## src/rtl/gate_bank_tester.sv

```systemverilog
// Stimulus-and-check engine for the seven-gate logic bank (AND, OR, NOT a, NAND, NOR, XOR, XNOR).
// Sweeps a/b through 00,01,10,11 LOOPS times, sampling y_in after each settle window.
module gate_bank_tester #(
    parameter int unsigned SETTLE_CYCLES = 2,
    parameter int unsigned LOOPS         = 1
) (
    input  logic       clk,
    input  logic       rst,
    input  logic       start,
    input  logic [6:0] y_in,
    output logic       a_out,
    output logic       b_out,
    output logic       busy,
    output logic       done,
    output logic       pass,
    output logic [6:0] fail_mask,
    output logic [7:0] err_count
);

    typedef enum logic [1:0] {IDLE, SETTLE, SAMPLE, DONE} state_t;

    state_t     state, state_d;
    logic [7:0] loop_cnt, loop_d;
    logic [7:0] settle_cnt, settle_d;
    logic       a_d, b_d, busy_d, done_d, pass_d;
    logic [6:0] fail_mask_d;
    logic [7:0] err_count_d;

    logic [6:0] expected;
    logic [6:0] mismatch;
    logic [8:0] err_sum;

    function automatic logic [3:0] popcount7(input logic [6:0] v);
        logic [3:0] n;
        n = '0;
        for (int unsigned i = 0; i < 7; i++) begin
            n = n + {3'b000, v[i]};
        end
        return n;
    endfunction

    assign expected = {~(a_out ^ b_out), a_out ^ b_out, ~(a_out | b_out),
                       ~(a_out & b_out), ~a_out, a_out | b_out, a_out & b_out};
    assign mismatch = y_in ^ expected;
    assign err_sum  = {1'b0, err_count} + {5'b00000, popcount7(mismatch)};

    // {a_out,b_out} doubles as the vector index while a run is active.
    always_comb begin
        state_d     = state;
        loop_d      = loop_cnt;
        settle_d    = settle_cnt;
        a_d         = a_out;
        b_d         = b_out;
        busy_d      = busy;
        done_d      = 1'b0;
        pass_d      = pass;
        fail_mask_d = fail_mask;
        err_count_d = err_count;
        case (state)
            IDLE: begin
                if (start) begin
                    state_d     = SETTLE;
                    fail_mask_d = '0;
                    err_count_d = '0;
                    pass_d      = 1'b0;
                    loop_d      = '0;
                    settle_d    = '0;
                    a_d         = 1'b0;
                    b_d         = 1'b0;
                    busy_d      = 1'b1;
                end
            end
            SETTLE: begin
                if (settle_cnt == 8'(SETTLE_CYCLES - 1)) begin
                    state_d  = SAMPLE;
                    settle_d = '0;
                end else begin
                    settle_d = settle_cnt + 8'd1;
                end
            end
            SAMPLE: begin
                fail_mask_d = fail_mask | mismatch;
                err_count_d = err_sum[8] ? 8'hFF : err_sum[7:0];
                if ({a_out, b_out} == 2'b11 && loop_cnt == 8'(LOOPS - 1)) begin
                    state_d = DONE;
                    a_d     = 1'b0;
                    b_d     = 1'b0;
                    busy_d  = 1'b0;
                    done_d  = 1'b1;
                    pass_d  = (fail_mask_d == '0);
                end else begin
                    state_d    = SETTLE;
                    settle_d   = '0;
                    {a_d, b_d} = 2'({a_out, b_out} + 2'd1);
                    if ({a_out, b_out} == 2'b11) begin
                        loop_d = loop_cnt + 8'd1;
                    end
                end
            end
            DONE: begin
                state_d = IDLE;
            end
            default: begin
                state_d = IDLE;
            end
        endcase
    end

    always_ff @(posedge clk) begin
        if (rst) begin
            state      <= IDLE;
            loop_cnt   <= '0;
            settle_cnt <= '0;
            a_out      <= 1'b0;
            b_out      <= 1'b0;
            busy       <= 1'b0;
            done       <= 1'b0;
            pass       <= 1'b0;
            fail_mask  <= '0;
            err_count  <= '0;
        end else begin
            state      <= state_d;
            loop_cnt   <= loop_d;
            settle_cnt <= settle_d;
            a_out      <= a_d;
            b_out      <= b_d;
            busy       <= busy_d;
            done       <= done_d;
            pass       <= pass_d;
            fail_mask  <= fail_mask_d;
            err_count  <= err_count_d;
        end
    end

endmodule

```

## config.mk

```make
export PLATFORM = sky130hd
export DESIGN_NAME = gate_bank_tester
export DESIGN_NICKNAME = d
export VERILOG_FILES = /design/src/rtl/gate_bank_tester.sv
export SDC_FILE = /design/constraint.sdc
export NUM_CORES = 1
export LEC_CHECK = 0
export ABC_CLOCK_PERIOD_IN_PS = 3600
export BUFFER_PORTS_ARGS = -buffer_cell sky130_fd_sc_hd__buf_2
export CORE_MARGIN = 2
export CORE_UTILIZATION = 51
export DETAILED_ROUTE_END_ITERATION = 6
export GPL_TIMING_DRIVEN = 1
export PLACE_DENSITY_LB_ADDON = 0.08
export SETUP_SLACK_MARGIN = 0.1
export SLEW_MARGIN = 20
export SYNTH_ARGS = -nofsm -noshare
export SYNTH_HDL_FRONTEND = slang
export SYNTH_SLANG_ARGS = --single-unit
export TNS_END_PERCENT = 1
```

## constraint.sdc

```tcl
create_clock -name clk -period 3.6 [get_ports clk]
set_input_delay 0.54 -clock clk [delete_from_list [all_inputs] [get_ports clk]]
set_output_delay 0.54 -clock clk [all_outputs]
set_load 0.01 [all_outputs]
```

# After elaboration in Yosys (flattened, before gate mapping)
# Cells that the tools add are included.
# classes
n_addsub,10
eq_ne,10
mux,26
bitwise,10
n_reduce_logical,12
# op_table
operator,count
$mux W8,6
$pmux W8 S2,2
$pmux W8 S3,1
$add A8 B1 Y8 const B,2
$pmux W7 S2,1
$add A4 B1 Y4,3
$ne A2 B2 Y1 const B,5
$add A8 B4 Y9,1
$eq A8 B1 Y1 const B,1
$logic_not A8 Y1,1
$pmux W1 S2,4
$pmux W2 S4,1
$logic_not A7 Y1,1
$mux W1,7
$mux W7,1
$or A7 B7 Y7,1
$xor A7 B7 Y7,1
$eq A2 B2 Y1 const B,3
$mux W2,3
$reduce_and A3 Y1,2
$not A1 Y1,5
$add A3 B1 Y4,1
$reduce_and A2 Y1,2
$reduce_and A4 Y1,1
12 further kinds,12
# totals
register_bits,38
in_bits,10
wordCells,78

# Depth between registers and ports, before layout
# depth
depth_word,12
ltp_mapped,14

# Worst setup path before layout
# OpenSTA, ideal clock, no wires.
# synth_timing
kind,register to register
from,reg a_out
to,reg err_count[7]
setup_time_ns,0.138
t_arrival_ns,3.835
required_time_ns,3.462
path_slack_ns,-0.373
path_stages_with_launch,15
path_buffers,0
cell_sequence,dfxtp_1 > ha_1 > xnor2_1 > fa_1 > inv_1 > fa_1 > inv_1 > fa_1 > inv_1 > ha_1 > fa_1 > a211oi_1 > nor2_1 > nor4b_1 > a2111oi_0
# synth_via
elab_chain_cells,11
word_cells_on_any_way,17
# synth_lines
element,line,rtl
start: declaration,11,"output logic a_out,"
start signal: assignment,114,a_out <= 1'b0;
start signal: assignment,125,a_out <= a_d;
$and A1 B1 Y1 / $or A1 B1 Y1 (equally long branches),"43, 42",
$xor A7 B7 Y7 *,44,assign mismatch = y_in ^ expected;
$add A1 B1 Y2,37,"n = n + {3'b000, v[i]};"
$add A2 B1 Y3,37,
$add A3 B1 Y4,37,
$add A4 B1 Y4 (2 in a row),37,
$add A4 B1 Y4 *,37,
$add A8 B4 Y9 *,45,"assign err_sum = {1'b0, err_count} + {5'b00000, popcount7(mismatch)};"
$mux W8 *,83,err_count_d = err_sum[8] ? 8'hFF : err_sum[7:0];
$pmux W8 S2 *,59,case (state)
end signal: assignment,131,err_count <= err_count_d;
end: declaration,17,output logic [7:0] err_count
# Mark *: on every way between the ends. The rest lies on a longest branch, timed or not.
# A chain may end at the register's enable or synchronous reset.

# Worst setup path after layout
# layout_timing
from,reg a_out
to,reg err_count[6]
# The elaborated chain is that of the path after synthesis.

==> metrics.yaml <==
sta:
  drv_slew: 0
  worst_slack_ps: -73.2
  max_freq_mhz: 272
  ratio_of_final_minimum_period_to_clock_period: 1.02
  finalSetupViolations: 5
  timing.final.hold_violations: 0
  fin_skew_ps: 8.19
  tightest_slew_ps: 803
  final.min_clock_period_ps: 3670
  timing.slew.headroom: 0.464
  rsz0062_at_grt: "yes"
  worst_hold_slack_ps: 478
floorplan:
  coreArea_um2: 4030
  start_util: 0.536
  die_width_um: 69.1
  boundaryPins: 30
  die_area_um2: 4770
  row_count: 23
  floorplan.die.height_um: 69.1
clock_tree:
  cts_tree: "yes"
  cts_num_sinks: 38
  htree_levels: 2
  cts_inserted_buffers: 5
  clk_latency_ps: 300
  cts-root-to-sink-buffers: 2
  cts_hold_repair.buffers: 0
  worst_setup_hold_path_clk_slew_ps: 80
  clockRootBuffer: "sky130_fd_sc_hd__clkbuf_8"
worst_setup_path:
  slowest_delay_ps: 500
  path_class: "reg -> reg"
  worst-path-max-fanout: 4
  crit_path_frequent_cell: "sky130_fd_sc_hd__fa_1"
  crit_path_cell_trace: "buf_6, xor2_4, fa_1, inv_1, fa_1, inv_1, fa_1, inv_2, ha_4, fa_2, a211oi_4, buf_4, or4_4, a21oi_2, nor3_1"
  cpMaxStageDelayCell: "sky130_fd_sc_hd__fa_1"
  critical_path.startpoint_type: "flip-flop"
  worst-endpoint-required_ps: 3770
  worst_ep_arrival_time_ps: 3840
  end_kind: "flip-flop"
logic_synthesis:
  post-synth-top-count-cell: "sky130_fd_sc_hd__dfxtp_1"
  library_cell_occupying_the_most_area_in_the_post_synthesis_netlist: "sky130_fd_sc_hd__dfxtp_1"
  number_of_enable_type_register_cells_in_the_synthesized_netlist: 0
  post_synth_instance_area_um2: 2160
  synthArstFlopShare: 0
  synth.top_cells.by_area: "sky130_fd_sc_hd__dfxtp_1, sky130_fd_sc_hd__ha_1, sky130_fd_sc_hd__a21oi_1, sky130_fd_sc_hd__fa_1, sky130_fd_sc_hd__inv_1"
  synth_nets: 277
  synthesis.area_per_instance_um2: 8.64
  synth_top_area_share: 0.352
  synthFlopType: "sky130_fd_sc_hd__dfxtp_1"
  syn-instance-count: 250
  synth.ff_latch_count: 38
  synth.top_cells.by_count: "sky130_fd_sc_hd__dfxtp_1, sky130_fd_sc_hd__a21oi_1, sky130_fd_sc_hd__inv_1, sky130_fd_sc_hd__nor2_1, sky130_fd_sc_hd__nand2_1"
  ys.warnings.count: 0
  synth-seq-area-share: 0.352
  synth_cell_types: 50
grt:
  grt_first_pass_wirelength_um: 7850
  track_usage: 0.203
  antenna_found_initial: 0
  first_global_vias: 1659
  grt_max_degree: 27
  gr-total-overflow: 0
route:
  dr_total_vias: 1891
  detail_route.iter0.violations: 103
  post_drt_via_cell_ratio: 5.56
  drt_drc_violations_left: 0
  drt-pass1-iter-count: 4
  route.final.wire_length_um: 4660
  post_drt_wl_per_cell_um: 13.7
  postRouteAntennaNets: 0
power:
  power.net_switching_mw: 0.311
  internal_power_mw: 0.701
  power_density_over_the_cells_nw_per_um2: 388
  finalPower_mw: 1.01
  static_leakage_nw: 1.04
  irDropWorstVdd_mv: 0.228
  sw_share: 0.307
  sequentialPowerShare: 0.442
  pwr-share-clk: 0.306
  power.share.combinational: 0.252
placement:
  gp_weighted_congestion: 0.785
  port_buffers: 29
  post-place-ws_ps: -340
  placed_cells: 328
  place.detailed.hpwl_um: 3240
final_layout:
  final_cell_count_no_fill: 340
  design.final.nets: 316
  fraction_of_final_layout_cells_sized_beyond_drive_strength_1: 0.248
  n_fill_cell: 355
  syn_to_final_growth_pct: 20.7
  final_util: 0.648
  diode_count: 0
hold_path:
  hold_path.class: "reg -> reg"
run_status:
  run_status: "finished, violations left"
  failing_checks: "setup timing"
job:
  maxCapViolations: 0
-- cell families after synthesis --
kind of cell               after synthesis  share of synthesized area
and+or+nand+nor                         85                      0.224
AOI/OAI and AO/OA                       64                      0.188
DFF                                     38                      0.352
buffers and inverters                   30                     0.0538
adders and majority gates               17                      0.112
xor gates and xnor gates                13                     0.0562
muxes                                    3                     0.0145
-- state kept, by name (all words and copies together), names as in the netlist --
name and count:
state 2, done 1, busy 1, pass 1, settle_cnt 8, err_count 8
loop_cnt 8, a_out 1, fail_mask 7, b_out 1
-- repair_timing --
item                       4_1_cts  5_1_grt
gates resized for setup          8        6
buffers inserted                 4        0
pin swaps                        9        6
setup endpoints to repair        8        8
-- power by group through the flow --
stage,sequential (mW),combinational (mW),clock [mW]
finish,0.447,0.255,0.310
global route,0.450,0.292,0.334
CTS,0.447,0.244,0.319
detailed placement,0.457,0.224,0
global placement,0.456,0.218,0
floorplan,0.453,0.160,0
-- layout make-up --
| type | count | area, um^2 | area share |
|---|---|---|---|
| multi-input cells | 182 | 1370 | 0.526 |
| clock buffers | 7 | 86.3 | 0.0331 |
| well taps | 50 | 62.6 | 0.0240 |
| clock inverters | 1 | 5.00 | 0.00192 |
| inverters | 21 | 78.8 | 0.0302 |
| repair buffers | 41 | 239 | 0.0916 |
| flip-flops and latches | 38 | 766 | 0.294 |
-- critical path: cells and delay by family (launching register included) --
kind                       cells  cell delay, ps
AOI/OAI and AO/OA              2             210
adders and majority gates      5            1790
buffers and inverters          5             460
and+or+nand+nor                2             550
DFF                            1             360
xor gates and xnor gates       1             180
-- metal layers --
metal / up-vias / routed length (um) / global-route usage
met5: - / 0 / 0
met4: 0 / 64 / 0.0654
met3: 5 / 167 / 0.0512
met2: 35 / 2090 / 0.307
met1: 890 / 2330 / 0.283
li1: 961 / - / -
-- stage by stage --
stage	instance area, um^2	setup TNS, ps
global placement	2430	-1900
floorplan	2200	-32.3
CTS	2580	-335
detailed placement	2430	-2280
finish	2610	-172
global route	2610	-1500
-- cell usage in the layout, fill, tap and decap left out, drive strengths merged, types with 2 or more instances in the layout --
master / count
nand3: 13
nand2b: 4
xor2: 6
a31oi: 6
a22oi: 2
a21oi: 27
or4: 4
inv: 21
nor4b: 3
a21o: 4
or3: 4
buf: 41
a31o: 3
fa: 4
nand4: 3
dfxtp: 38
nor3: 7
nor4: 3
and3: 2
a211oi: 5
o21bai: 3
clkbuf: 7
mux2i: 2
ha: 13
nor2: 21
o21ai: 7
nand2: 14
xnor2: 7
-- final timing paths --
path / end / slack, ps / startpoint / cells past startpoint
setup / recovery: err_count[6] / -70 / a_out / 15
hold / removal: err_count[1] / 480 / err_count[1] / 2
setup reg to reg: err_count[6] / -70 / a_out / 15
hold reg to reg: err_count[1] / 480 / err_count[1] / 2
Power figures use the tool's default switching activity.
